`src/rtl/spi_multidigit_pwm_ctrl.sv`:
```
`default_nettype none
// ============================================================================
// Module      : spi_multidigit_pwm_ctrl
// Description : Framed command decoder behind the SPI slave nibble stream.
//               Writes N_DIGITS multiplexed active-low 7-segment digits,
//               sets the motor PWM duty (applied only at period wrap),
//               blanks the display, and flags protocol errors.
// Ports       : FPGA_clk          - system clock
//               FPGA_reset        - synchronous, active-low reset
//               spi_data[3:0]     - nibble from SPI slave (qualified by valid)
//               spi_valid         - single-cycle strobe per nibble
//               seg[6:0]          - active-low segments (g..a), scanned digit
//               digit_en_n[N-1:0] - active-low one-hot digit enable
//               motor_pwm_signal  - PWM output
//               duty_active[3:0]  - duty currently applied by the PWM
//               frame_err         - one-cycle pulse on protocol error
// Revision    : 1.0 - initial release
// ============================================================================
module spi_multidigit_pwm_ctrl #(
    parameter int N_DIGITS       = 4,
    parameter int SCAN_DIV       = 50000,
    parameter int PWM_PRESC_W    = 12,
    parameter int TIMEOUT_CYCLES = 1000000
) (
    input  logic                FPGA_clk,
    input  logic                FPGA_reset,
    input  logic [3:0]          spi_data,
    input  logic                spi_valid,
    output logic [6:0]          seg,
    output logic [N_DIGITS-1:0] digit_en_n,
    output logic                motor_pwm_signal,
    output logic [3:0]          duty_active,
    output logic                frame_err
);

    localparam int c_idx_w  = (N_DIGITS > 1) ? $clog2(N_DIGITS) : 1;
    localparam int c_slot_w = $clog2(SCAN_DIV);
    localparam int c_to_w   = (TIMEOUT_CYCLES > 1) ? $clog2(TIMEOUT_CYCLES) : 1;

    localparam logic [c_idx_w-1:0]  c_idx_last  = c_idx_w'(N_DIGITS - 1);
    localparam logic [c_slot_w-1:0] c_slot_last = c_slot_w'(SCAN_DIV - 1);
    localparam logic [c_to_w-1:0]   c_to_last   = c_to_w'(TIMEOUT_CYCLES - 1);
    localparam logic [N_DIGITS-1:0] c_en_rst    = ~(N_DIGITS'(1));
    localparam logic [3:0]          c_pwm_last  = 4'd14;
    localparam logic [6:0]          c_blank     = 7'h7F;

    localparam logic [1:0] c_op_digit = 2'b00;
    localparam logic [1:0] c_op_duty  = 2'b01;
    localparam logic [1:0] c_op_clear = 2'b10;

    typedef enum logic [0:0] {
        S_IDLE         = 1'b0,
        S_WAIT_PAYLOAD = 1'b1
    } state_t;

    state_t              r_state, w_state_nxt;
    logic [1:0]          r_op, r_idx;
    logic [c_to_w-1:0]   r_tcnt;

    logic w_latch, w_clear, w_dig_we, w_duty_we, w_err;

    logic [6:0]          r_digit [N_DIGITS];
    logic [6:0]          w_dec;
    logic [3:0]          r_duty_shadow, r_duty_active;

    logic [PWM_PRESC_W-1:0] r_presc;
    logic [3:0]          r_pcnt;
    logic                w_tick, w_wrap, r_pwm;

    logic [c_slot_w-1:0] r_slot;
    logic [c_idx_w-1:0]  r_scan_idx;
    logic [6:0]          r_seg, w_seg_sel;
    logic [N_DIGITS-1:0] r_en, w_en_sel;
    logic                r_frame_err;

    // ---------------- command FSM ----------------
    always_ff @(posedge FPGA_clk) begin
        if (!FPGA_reset) r_state <= S_IDLE;
        else             r_state <= w_state_nxt;
    end

    always_comb begin
        w_state_nxt = r_state;
        w_latch     = 1'b0;
        w_clear     = 1'b0;
        w_dig_we    = 1'b0;
        w_duty_we   = 1'b0;
        w_err       = 1'b0;
        case (r_state)
            S_IDLE: begin
                if (spi_valid) begin
                    case (spi_data[3:2])
                        c_op_digit, c_op_duty: begin
                            w_latch     = 1'b1;
                            w_state_nxt = S_WAIT_PAYLOAD;
                        end
                        c_op_clear: w_clear = 1'b1;
                        default:    w_err   = 1'b1;
                    endcase
                end
            end
            S_WAIT_PAYLOAD: begin
                // A valid nibble on the expiry cycle still wins over timeout.
                if (spi_valid) begin
                    w_state_nxt = S_IDLE;
                    if (r_op == c_op_digit) begin
                        if (int'(r_idx) < N_DIGITS) w_dig_we = 1'b1;
                        else                        w_err    = 1'b1;
                    end else begin
                        w_duty_we = 1'b1;
                    end
                end else if (r_tcnt == c_to_last) begin
                    w_err       = 1'b1;
                    w_state_nxt = S_IDLE;
                end
            end
            default: w_state_nxt = S_IDLE;
        endcase
    end

    always_ff @(posedge FPGA_clk) begin
        if (!FPGA_reset) begin
            r_op   <= 2'b00;
            r_idx  <= 2'b00;
            r_tcnt <= '0;
        end else if (w_latch) begin
            r_op   <= spi_data[3:2];
            r_idx  <= spi_data[1:0];
            r_tcnt <= '0;
        end else if (r_state == S_WAIT_PAYLOAD) begin
            r_tcnt <= r_tcnt + c_to_w'(1);
        end
    end

    // ---------------- digit storage ----------------
    always_comb begin
        w_dec = c_blank;
        case (spi_data)
            4'h0: w_dec = 7'h40;  4'h1: w_dec = 7'h79;
            4'h2: w_dec = 7'h24;  4'h3: w_dec = 7'h30;
            4'h4: w_dec = 7'h19;  4'h5: w_dec = 7'h12;
            4'h6: w_dec = 7'h02;  4'h7: w_dec = 7'h78;
            4'h8: w_dec = 7'h00;  4'h9: w_dec = 7'h10;
            4'hA: w_dec = 7'h08;  4'hB: w_dec = 7'h03;
            4'hC: w_dec = 7'h46;  4'hD: w_dec = 7'h21;
            4'hE: w_dec = 7'h06;  4'hF: w_dec = 7'h0E;
            default: w_dec = c_blank;
        endcase
    end

    always_ff @(posedge FPGA_clk) begin
        for (int i = 0; i < N_DIGITS; i++) begin
            if (!FPGA_reset || w_clear)
                r_digit[i] <= c_blank;
            else if (w_dig_we && (r_idx == 2'(i)))
                r_digit[i] <= w_dec;
        end
    end

    // ---------------- PWM ----------------
    assign w_tick = &r_presc;
    assign w_wrap = w_tick && (r_pcnt == c_pwm_last);

    always_ff @(posedge FPGA_clk) begin
        if (!FPGA_reset) begin
            r_presc       <= '0;
            r_pcnt        <= 4'd0;
            r_duty_shadow <= 4'd0;
            r_duty_active <= 4'd0;
            r_pwm         <= 1'b0;
        end else begin
            r_presc <= r_presc + PWM_PRESC_W'(1);
            if (w_tick)
                r_pcnt <= (r_pcnt == c_pwm_last) ? 4'd0 : r_pcnt + 4'd1;
            if (w_duty_we)
                r_duty_shadow <= spi_data;
            // Shadow is transferred only at the period boundary so a new
            // duty never produces a truncated or stretched period.
            if (w_wrap)
                r_duty_active <= r_duty_shadow;
            r_pwm <= (r_pcnt < r_duty_active);
        end
    end

    // ---------------- display scan ----------------
    always_comb begin
        w_seg_sel = c_blank;
        w_en_sel  = '1;
        for (int i = 0; i < N_DIGITS; i++) begin
            if (r_scan_idx == c_idx_w'(i)) begin
                w_seg_sel   = r_digit[i];
                w_en_sel[i] = 1'b0;
            end
        end
    end

    always_ff @(posedge FPGA_clk) begin
        if (!FPGA_reset) begin
            r_slot     <= '0;
            r_scan_idx <= '0;
            r_seg      <= c_blank;
            r_en       <= c_en_rst;
        end else begin
            if (r_slot == c_slot_last) begin
                r_slot     <= '0;
                r_scan_idx <= (r_scan_idx == c_idx_last) ? '0
                                                         : r_scan_idx + c_idx_w'(1);
            end else begin
                r_slot <= r_slot + c_slot_w'(1);
            end
            // Segments and enable come from the same index, so they move together.
            r_seg <= w_seg_sel;
            r_en  <= w_en_sel;
        end
    end

    always_ff @(posedge FPGA_clk) begin
        if (!FPGA_reset) r_frame_err <= 1'b0;
        else             r_frame_err <= w_err;
    end

    assign seg              = r_seg;
    assign digit_en_n       = r_en;
    assign motor_pwm_signal = r_pwm;
    assign duty_active      = r_duty_active;
    assign frame_err        = r_frame_err;

endmodule
`default_nettype wire

```
`config.mk`:
```
export PLATFORM = sky130hd
export DESIGN_NAME = spi_multidigit_pwm_ctrl
export DESIGN_NICKNAME = d
export VERILOG_FILES = /design/src/rtl/spi_multidigit_pwm_ctrl.sv
export SDC_FILE = /design/constraint.sdc
export NUM_CORES = 1
export LEC_CHECK = 0
export CAP_MARGIN = 10
export CORE_ASPECT_RATIO = 0.7
export CORE_MARGIN = 8
export CORE_UTILIZATION = 55
export CTS_BUF_LIST = sky130_fd_sc_hd__clkbuf_8
export DETAILED_ROUTE_END_ITERATION = 10
export PLACE_DENSITY = 0.84
export SYNTH_ARGS = -nofsm -noshare
export SYNTH_HDL_FRONTEND = slang
export SYNTH_SLANG_ARGS = --single-unit
export TNS_END_PERCENT = 100
```
`constraint.sdc`:
```
create_clock -name FPGA_clk -period 3.8 [get_ports FPGA_clk]
set_clock_uncertainty 0.1 [all_clocks]
set_input_delay 0.95 -clock FPGA_clk [delete_from_list [all_inputs] [get_ports FPGA_clk]]
set_output_delay 0.95 -clock FPGA_clk [all_outputs]
set_load 0.01 [all_outputs]
```
==> reports/results.ini <==
[route]
drtIter0Drc = 420
ant_nets = 0
route.detailed.drc = 0
avgRoutedWirePerCell_um = 15.26
via_per_inst = 5.675
vias = 3751
drt-total-wl_um = 10090
firstDrtPassIters = 5

[floorplanning]
core_um2 = 8513
rows = 28
initial_core_util_pct = 57.01
dieHeight_um = 94.60
ios = 24
die_area_um2 = 12130
die_w_um = 128.3

[critical_path]
worstPathMaxFanout = 6
max_stage_delay_ns = 0.60
cpMaxStageDelayCell = clkdlybuf4s50_1
reg2reg_slack_ns = 1.68
worstReg2RegEnd = r_slot[13]
r2r_cells = 5
worstSetupEndpointType = flop
crit_required_ns = 3.81
startpoint = spi_data[1]
crit_chain = clkdlybuf4s50_1 -> inv_1 -> ha_1 -> nand2_1 -> o21ai_0 -> o21ai_0 -> nand2_1
crit_path_start_kind = input pin
crit_end = r_digit[1][4]
critPathKind = in2reg
r2r_start = r_slot[0]
arrival_ns = 2.78

[place]
gp_routability_congestion = 0.9154
dp_slack_ns = 0.6534
dp.cells = 645
numPortBuffers = 23
dpl.hpwl_um = 7291

[final_layout]
syn_to_final_growth_pct = 10.13
multi_input_area_um2 = 2221
layout.nets = 559
fill_cells = 716
layout_common_cells = 80 x nor2_1, 80 x dfxtp_1, 50 x nand2_1
antenna_cells = 0
final_cells = 661
seqCellArea_um2 = 2442
drive_above_1_share_pct = 4.806

[clock_tree]
cts_made_buffers = 9
cts-resized-gates = 0
cts_tree = yes
clk_pin_slew_ns = 0.10
clock-sinks = 108
clock_path_buffers = 2
insertion_delay_ns = 0.38
htreeDepth = 3
cts_setup_buffers = 0
ctsRootBufferMaster = clkbuf_8
cts_hold_buf = 0

[timing]
maxSlewViolCount = 0
post-route-period-util_pct = 72.97
rsz0062_at_grt = false
hold_violations = 0
period_minus_slack_ns = 2.773
tightest_slew_ns = 0.9819
setup_viol = 0
maxSlewHeadroom_pct = 33.85
fmax_mhz = 360.6
fin_setup_tns_ns = 0
setup_slack_ns = 1.027

[synthesis]
yosysSeqAreaShare_pct = 50.32
synthCells = 520
synth_edf_count = 28
ys_warn_count = 0
synthFlopType = dfxtp_1
syn_nets = 543
synth_async_sr_flop_share_pct = 0
avgSynthCellArea_um2 = 9.333
synth.distinct_cells = 50
ys_seq_elements = 108
synth_area_um2 = 4853

[min_path]
hp-class = reg2reg
hold_depth = 1

[power]
p_int_mw = 1.484
p_per_area_nw_per_um2 = 364.6
p_leak_nw = 1.753
vdd_ir_drop_max_mv = 0.1860
pwr-share-comb_pct = 5.0
power_switching_mw = 0.4654
swShare_pct = 23.88
seqPwrFrac_pct = 61.5
power.clock.fraction_pct = 33.5

[run_status]
status = completed

[grt]
grt_pass1_wl_um = 16680
grt_pass1_vias = 3416
grt_usage_pct = 17.32
antenna_found_initial = 0
grt_max_degree = 34
grt_overflow = 0

[flow_run]
maxCapViolCount = 0

==> final cells by class <==
type	count	share of cell area, %
clock buffer	10	2.575
inverter	23	1.615
multi-input combinational	367	41.55
timing repair buffer	27	4.869
clock inverter	6	0.8895
tap	120	2.809
sequential	108	45.69
==> sequential cells by signal (all words and copies together), names as in the netlist, 2 cells and up <==
register	count
digit_en_n	4
duty_active	4
r_op	2
r_slot	16
r_tcnt	20
r_idx	2
r_duty_shadow	4
r_digit	28
r_presc	12
seg	7
r_pcnt	4
r_scan_idx	2
==> per-layer routing <==
layer / GRT usage [%] / vias up / part of all wire (%)
li1: - / 1855 / -
met1: 23.91 / 1772 / 48
met2: 24.88 / 109 / 42
met3: 5.571 / 15 / 8.0
met4: 6.108 / 0 / 1.6
met5: 0 / - / 0
==> worst min-delay path by stage <==
| stage | start | endpoint | slack, ns |
|---|---|---|---|
| after floorplan | r_presc[0] | r_presc[0] | 0.31 |
| after detailed placement | r_presc[0] | r_presc[0] | 0.34 |
| final | r_presc[0] | r_presc[0] | 0.35 |
| after CTS | r_presc[0] | r_presc[0] | 0.35 |
| after global placement | r_presc[0] | r_presc[0] | 0.33 |
| after global routing | r_presc[0] | r_presc[0] | 0.37 |
==> worst max-delay path, delay by kind of cell <==
kind                     cells  cell delay, ns
adder cells (fa/ha/maj)      1            0.25
AND/OR/NAND/NOR              2            0.20
AO/OA/AOI/OAI                2            0.63
buffers and inverters        2            0.76
==> cell usage after synthesis, types with 3 or more instances <==
library cell | number | area [um2]
dfxtp_1 | 80 | 1602
and4_1 | 6 | 52.55
nor3_1 | 8 | 40.04
a21oi_1 | 21 | 105.1
nand3_1 | 18 | 90.09
and2_1 | 6 | 37.54
nand2b_1 | 3 | 18.77
a211oi_1 | 8 | 60.06
buf_2 | 5 | 25.02
a221oi_1 | 6 | 52.55
o21ai_0 | 27 | 135.1
nor4_1 | 4 | 25.02
nor4bb_1 | 3 | 30.03
nand4_1 | 15 | 93.84
a31oi_1 | 3 | 18.77
o31ai_1 | 3 | 22.52
xor2_1 | 16 | 140.1
xnor2_1 | 20 | 175.2
o21a_1 | 3 | 22.52
and3_1 | 6 | 37.54
edfxtp_1 | 28 | 840.8
or4_1 | 4 | 30.03
or3_1 | 5 | 31.28
nor2_1 | 80 | 300.3
ha_1 | 16 | 200.2
nor4b_1 | 4 | 35.03
inv_1 | 22 | 82.58
nand2_1 | 50 | 187.7
nor2b_1 | 4 | 25.02
clkbuf_1 | 14 | 52.55
mux2i_1 | 6 | 60.06
nand4b_1 | 4 | 35.03
==> cells by family after synthesis <==
family	after synthesis	share of synthesized area (%)
fa+ha+maj	16	4.125
buf+inv	45	3.918
xor+xnor	36	6.496
compound gates	80	10.05
simple gates	229	23.85
flops	108	50.32
mux	6	1.237
==> power groups by stage <==
stage                     logic [mW]  registers, mW  clock network (mW)
after global routing           0.110           1.20               0.705
after global placement        0.0920           1.22                   0
after floorplan               0.0673           1.22                   0
after CTS                     0.0964           1.20               0.665
after detailed placement      0.0964           1.23                   0
final                         0.0976           1.20               0.652
==> stage by stage <==
step                      utilization [%]  instance area [um2]  total power [mW]  hold slack, ns
after global placement              60.61                 5160             1.316          0.3268
after floorplan                         -                 4853             1.289          0.3132
final                               62.79                 5345             1.949          0.3482
after global routing                62.79                 5345             2.016          0.3740
after detailed placement            60.61                 5160             1.322          0.3376
after CTS                           62.79                 5345             1.961          0.3513
No activity file was read; power rests on OpenSTA's default activity.
